--- src/rtl/posit_mult_pipe.sv ---
// rtl/posit_mult_pipe.sv - pipelined multiplier for decoded posits with valid/ready back-pressure
`timescale 1ns/1ps
module posit_mult_pipe #(
  parameter int FRAC_W  = 4,
  parameter int SCALE_W = 5,
  parameter int STAGES  = 2
) (
  input  logic                clk,
  input  logic                rst,
  input  logic                valid_i,
  output logic                ready_o,
  input  logic [FRAC_W-1:0]   fraction_i1,
  input  logic [FRAC_W-1:0]   fraction_i2,
  input  logic [SCALE_W-1:0]  scale_i1,
  input  logic [SCALE_W-1:0]  scale_i2,
  input  logic                sign_i1,
  input  logic                sign_i2,
  input  logic                zero_i1,
  input  logic                zero_i2,
  input  logic                NaR_i1,
  input  logic                NaR_i2,
  output logic                valid_o,
  input  logic                ready_i,
  output logic [2*FRAC_W:0]   fraction_o,
  output logic [SCALE_W:0]    scale_o,
  output logic                sign_o,
  output logic                zero_o,
  output logic                NaR_o
);

  localparam int PW = 2*FRAC_W + 2;   // raw significand product width
  localparam int FW = 2*FRAC_W + 1;   // normalized fraction width
  localparam int SW = SCALE_W + 1;    // product scale width
  localparam int DW = FW + SW + 3;    // packed stage payload: NaR, zero, sign, scale, fraction

  logic [PW-1:0]     prod;
  logic [FW-1:0]     frac_n;
  logic [SW-1:0]     scale_n;
  logic              sign_n;
  logic              zero_n;
  logic              nar_n;
  logic [DW-1:0]     din;

  logic [DW-1:0]     data [STAGES];
  logic [STAGES-1:0] v;
  logic [STAGES-1:0] ld;
  logic              full_tail;

  // Stage-0 arithmetic: exact significand product, one-bit normalization, then special-value override
  always_comb begin
    prod    = PW'({1'b1, fraction_i1}) * PW'({1'b1, fraction_i2});
    scale_n = {scale_i1[SCALE_W-1], scale_i1} + {scale_i2[SCALE_W-1], scale_i2}
            + {{(SW-1){1'b0}}, prod[PW-1]};
    if (prod[PW-1]) begin
      frac_n = prod[PW-2:0];
    end else begin
      frac_n = {prod[PW-3:0], 1'b0};
    end
    sign_n = sign_i1 ^ sign_i2;
    nar_n  = 1'b0;
    zero_n = 1'b0;
    // NaR dominates zero; both specials clear the numeric fields
    if (NaR_i1 | NaR_i2) begin
      nar_n   = 1'b1;
      sign_n  = 1'b0;
      scale_n = '0;
      frac_n  = '0;
    end else if (zero_i1 | zero_i2) begin
      zero_n  = 1'b1;
      sign_n  = 1'b0;
      scale_n = '0;
      frac_n  = '0;
    end
    din = {nar_n, zero_n, sign_n, scale_n, frac_n};
  end

  // Load enables: a stage may load unless it and every stage after it is full while the sink stalls
  always_comb begin
    full_tail = 1'b1;
    ld        = '0;
    for (int k = STAGES-1; k >= 0; k--) begin
      full_tail = full_tail & v[k];
      ld[k]     = ready_i | ~full_tail;
    end
  end

  assign ready_o = ld[0];

  // Pipeline registers: valids always advance on load, payload only moves with a valid entry
  always_ff @(posedge clk or posedge rst) begin
    if (rst) begin
      v <= '0;
      for (int k = 0; k < STAGES; k++) begin
        data[k] <= '0;
      end
    end else begin
      if (ld[0]) begin
        v[0] <= valid_i;
        if (valid_i) begin
          data[0] <= din;
        end
      end
      for (int k = 1; k < STAGES; k++) begin
        if (ld[k]) begin
          v[k] <= v[k-1];
          if (v[k-1]) begin
            data[k] <= data[k-1];
          end
        end
      end
    end
  end

  assign valid_o = v[STAGES-1];
  assign {NaR_o, zero_o, sign_o, scale_o, fraction_o} = data[STAGES-1];

endmodule

--- config.mk ---
export PLATFORM = sky130hd
export DESIGN_NAME = posit_mult_pipe
export DESIGN_NICKNAME = d
export VERILOG_FILES = /design/src/rtl/posit_mult_pipe.sv
export SDC_FILE = /design/constraint.sdc
export NUM_CORES = 1
export LEC_CHECK = 0
export CAP_MARGIN = 20
export CORE_MARGIN = 3
export CORE_UTILIZATION = 55
export CTS_CLUSTER_DIAMETER = 120
export DETAILED_ROUTE_END_ITERATION = 10
export PLACE_DENSITY = 0.84
export SLEW_MARGIN = 40
export SYNTH_ARGS = -nofsm -noshare
export SYNTH_HDL_FRONTEND = slang
export SYNTH_SLANG_ARGS = --single-unit
--- constraint.sdc ---
create_clock -name clk -period 2.7 [get_ports clk]
set_input_delay 0.405 -clock clk [delete_from_list [all_inputs] [get_ports clk]]
set_output_delay 0.405 -clock clk [all_outputs]
set_load 0.005 [all_outputs]
== Word level (Yosys, flattened, before mapping) ==
Index checks and enable logic that the tools add are counted.
Storage, ports and cells
  flip-flop bits (word level): 38
  bits of input ports: 28
  output and inout bits: 20
  logic and storage cells: 27
Operators by class
  $add $sub $neg: 2
  multipliers: 1
  muxes and demuxes: 10
  bitwise operators: 8
  reduce and logical (&&, ||, !) cells: 2
Operator list (count)
  2-to-1 mux 9 bit: 3
  2-to-1 mux 6 bit: 2
  multiplier 5 x 5 -> 10 bit: 1
  adder 5 x 5 -> 6 bit: 1
  adder 6 x 1 -> 6 bit: 1
  2-to-1 mux 1 bit: 5
  OR 1 bit: 4
  AND reduction 2 bit: 2
  NOT 1 bit: 2
  bitwise AND 1 bit: 1
  XOR 1 bit: 1

== Longest topological paths before layout ==
  depth in word-level cells: 4
  gate-level depth with buffers: 20
  depth with buffers taken out: 19

== Least setup slack after synthesis ==
No wires, ideal clock.
  path type: in2reg
  start: in fraction_i2[3]
  end: reg data[31] (netlist bit)
  library setup time: 0.084 ns
  data arrival time: 4.416 ns
  data required time: 2.616 ns
  setup slack: -1.800 ns
  stages: 20
  path buffers: 1
  cells stage by stage: and2_1 > fa_1 > inv_1 > fa_1 > fa_1 > inv_1 > ha_1 > a21o_1 > a21oi_2 > nand2_1 > o311ai_4 > buf_6 > fa_1 > inv_1 > fa_1 > inv_1 > a21o_1 > a21oi_1 > xor2_1 > o21ai_0
Between the ends
  word-level cells in the longest chain between the ends: 4
RTL lines
  start: declaration: line 13  | input logic [FRAC_W-1:0] fraction_i2,
  multiplier 5 x 5 -> 10 bit: line 51  | prod = PW'({1'b1, fraction_i1}) * PW'({1'b1, fraction_i2});
  adder 6 x 1 -> 6 bit: line 53  | + {{(SW-1){1'b0}}, prod[PW-1]};
  2-to-1 mux 6 bit: line 68  | end else if (zero_i1 | zero_i2) begin
  2-to-1 mux 6 bit: line 63  | if (NaR_i1 | NaR_i2) begin
  end signal: indexed assignment: line 107  | data[k] <= data[k-1];
  end: declaration: line 44  | logic [DW-1:0] data [STAGES];
Every way passes these cells.
A chain may end at the register's enable or synchronous reset.

== Worst setup path after layout ==
  start: in fraction_i2[2]
  end: reg data[31] (netlist bit)
Same word-level chain as after synthesis.

==> metrics.cfg <==
[run_status]
status=finished, violations left
violations=setup timing

[route]
drt_iter0_drc=92
viasPerCell=5.53
routed_wl_um=6000
num_vias=2028
firstDrtPassIters=5
wl_per_cell_um=16.4
drtAntennaViolNets=0
drc=0

[cts]
cts_tree=done
cts_made_buffers=5
cts_root_buf=clkbuf_8
clk_latency_ns=0.29
clock_path_buffers=2
hold_buffers=0
cts.clk_slew.worst_paths_ns=0.07
clock_sinks=38
htreeDepth=2

[floorplan]
die_w_um=74.4
num_rows=24
start_util_pct=57.8
io_pins=48
die_h_um=74.4
die_area_mm2=0.00553
coreArea_mm2=0.00444

[global_routing]
grt_pass1_wl_um=9520
gr-total-overflow=0
grt_pass1_vias=2099
grt_max_degree=39
grt_antenna_before_repair=0
gr-usage-all-layers_pct=22.4

[hold_path]
hold_end=data[33]
hold_class=reg -> reg
hold_depth=2
holdCritStartpoint=data[33]

[sta]
max_freq_ghz=0.243
setup_slack_ns=-1.41
rsz0062_at_grt=true
final_max_slew_viol_count=0
period_needed_ns=4.11
relSlewSlack_pct=58.8
setup_viol=15
period_share_pct=152
worst_pin_slew_ns=0.615
clock-skew-final_ns=0.00786
hold_viol=0

[placement]
hpwl_um=4340
gp_congestion=0.763
portBuffers=47
dp_slack_ns=-2.12
place_area_mm2=0.00326

[finish]
mostFrequentLayoutCells=clkdlybuf4s50_1, dfrtp_1, buf_4, inv_1, nand2_1
layout.nets=376
syn_to_final_growth_pct=34.8
nFillCells=283
drive_above_1_share_pct=30.8
layout_commonest_cell=clkdlybuf4s50_1
stdcell_area_mm2=0.00346
diodes=0

[critical_path]
r2r-start=v[1]
ff2ff_setup_slack_ns=1.02
setup.worst_path.start_class=input port
worstReg2RegEnd=data[24]
end_kind=flip-flop
worstPathArrival_ns=4.28
crit_type=in -> reg
cp_max_fo=2
critPathRequiredTime_ns=2.87
reg2regPathDepth=5

[synthesis]
syn_inst=239
synth_cell_types=42
syn_nets=299
seq_area_frac_synth_pct=37.0
ys_ff_latch=38
synth_area_mm2=0.00257
ys_warn_count=0
synth_area_per_cell_um2=10.8

[power]
power_density_mw_per_mm2=539
power_leakage_nw=1.70
ir_drop_mv=0.304
power_mw=1.87

[job]
max_cap_violations=0

## through the flow
stage	TNS, ns	cells	utilization (%)	hold WS (ns)
3_5_place_dp	-25.03	352	73.3	0.468
6_report	-15.48	367	77.9	0.486
4_1_cts	-16.09	366	77.2	0.484
2_1_floorplan	-14.05	239	-	0.439
5_1_grt	-17.08	367	77.9	0.515
3_3_place_gp	-22.61	352	73.3	0.459
## power by group
part           switching, mW  internal [mW]
logic                  0.387          0.462
registers             0.0226          0.607
clock network          0.192          0.197
## kinds of logic (layout without fill, tap and decap cells)
family | after synthesis | count (layout) | synth area share [%]
AOI/OAI and AO/OA | 42 | 42 | 12.8
buffers and inverters | 45 | 121 | 9.06
xor gates and xnor gates | 8 | 8 | 2.73
adders and majority gates | 32 | 32 | 18.8
and+or+nand+nor | 53 | 53 | 10.6
DFF | 38 | 38 | 37.0
muxes | 21 | 21 | 9.06
## worst max path at each step
stage              startpoint        to  cells after the start
2_1_floorplan  fraction_i2[3]  data[31]                     20
6_report       fraction_i2[2]  data[31]                     20
4_1_cts        fraction_i2[2]  data[31]                     20
3_3_place_gp   fraction_i2[3]  data[31]                     20
3_5_place_dp   fraction_i2[3]  data[31]                     20
5_1_grt        fraction_i2[2]  data[31]                     20
## state kept, by name (all words and copies together) (netlist names)
register / count
data: 18
fraction_o: 9
scale_o: 6
v: 2
NaR_o: 1
sign_o: 1
zero_o: 1
## final cells by class
type                            instances  area [um2]  area share, %
Multi-Input combinational cell        156        1460           42.3
Sequential cell                        38         951           27.5
Timing Repair Buffer                   89         803           23.2
Inverter                               26        97.6           2.82
Clock buffer                            6        82.6           2.38
Tap cell                               52        65.1           1.88
## repair_timing
item | in CTS | in global routing
pin swaps | 19 | 14
endpoints found under the setup margin | 15 | 15
hold endpoints to repair | 0 | 0
gates resized for setup | 38 | 10
setup buffers | 9 | 3
## critical path: stages
cell      delay, ns
buf_8          0.09
and2_4         0.15
fa_1           0.49
inv_1          0.05
fa_1           0.46
fa_2           0.55
inv_2          0.04
ha_4           0.15
a21o_1         0.17
a21oi_2        0.15
a211o_2        0.17
o311ai_4       0.11
fa_2           0.41
inv_2          0.08
fa_2           0.21
inv_1          0.04
a21o_1         0.17
a21oi_2        0.12
xor2_1         0.16
o21ai_1        0.08
## per-layer routing
layer	GRT usage, %	vias to the layer above	wire (um)
met5	0	-	0
met4	7.11	0	191
met3	3.65	23	250
met2	39.5	63	3100
met1	28.2	986	2460
li1	-	956	-
## cells in the mapped netlist, drive strengths merged
library cell,instances,area share [%]
mux2i,3,1.2
nor2,7,1.0
o21ai,9,1.9
a32o,1,0.39
nand3b,2,0.58
nand2b,3,0.73
nand2,21,3.1
xnor2,3,1.0
o31ai,4,1.2
a211o,1,0.39
a311oi,1,0.58
nand3,1,0.19
or2b,1,0.44
fa,11,8.6
and2,9,2.2
clkbuf,3,0.44
o41ai,1,0.34
dfrtp,38,37
ha,21,10
a32oi,1,0.34
nor3,3,0.58
o311ai,2,1.7
a21o,4,1.2
o31a,1,0.34
nand4,2,0.49
or2,1,0.24
a22o,4,1.4
xor2,5,1.7
buf,16,4.8
inv,26,3.8
o211ai,1,0.29
a21oi,9,1.9
a221o,1,0.39
mux2,18,7.9
o21a,2,0.58
nor2b,3,1.0
Note: power is estimated with default switching activity, not from simulation.
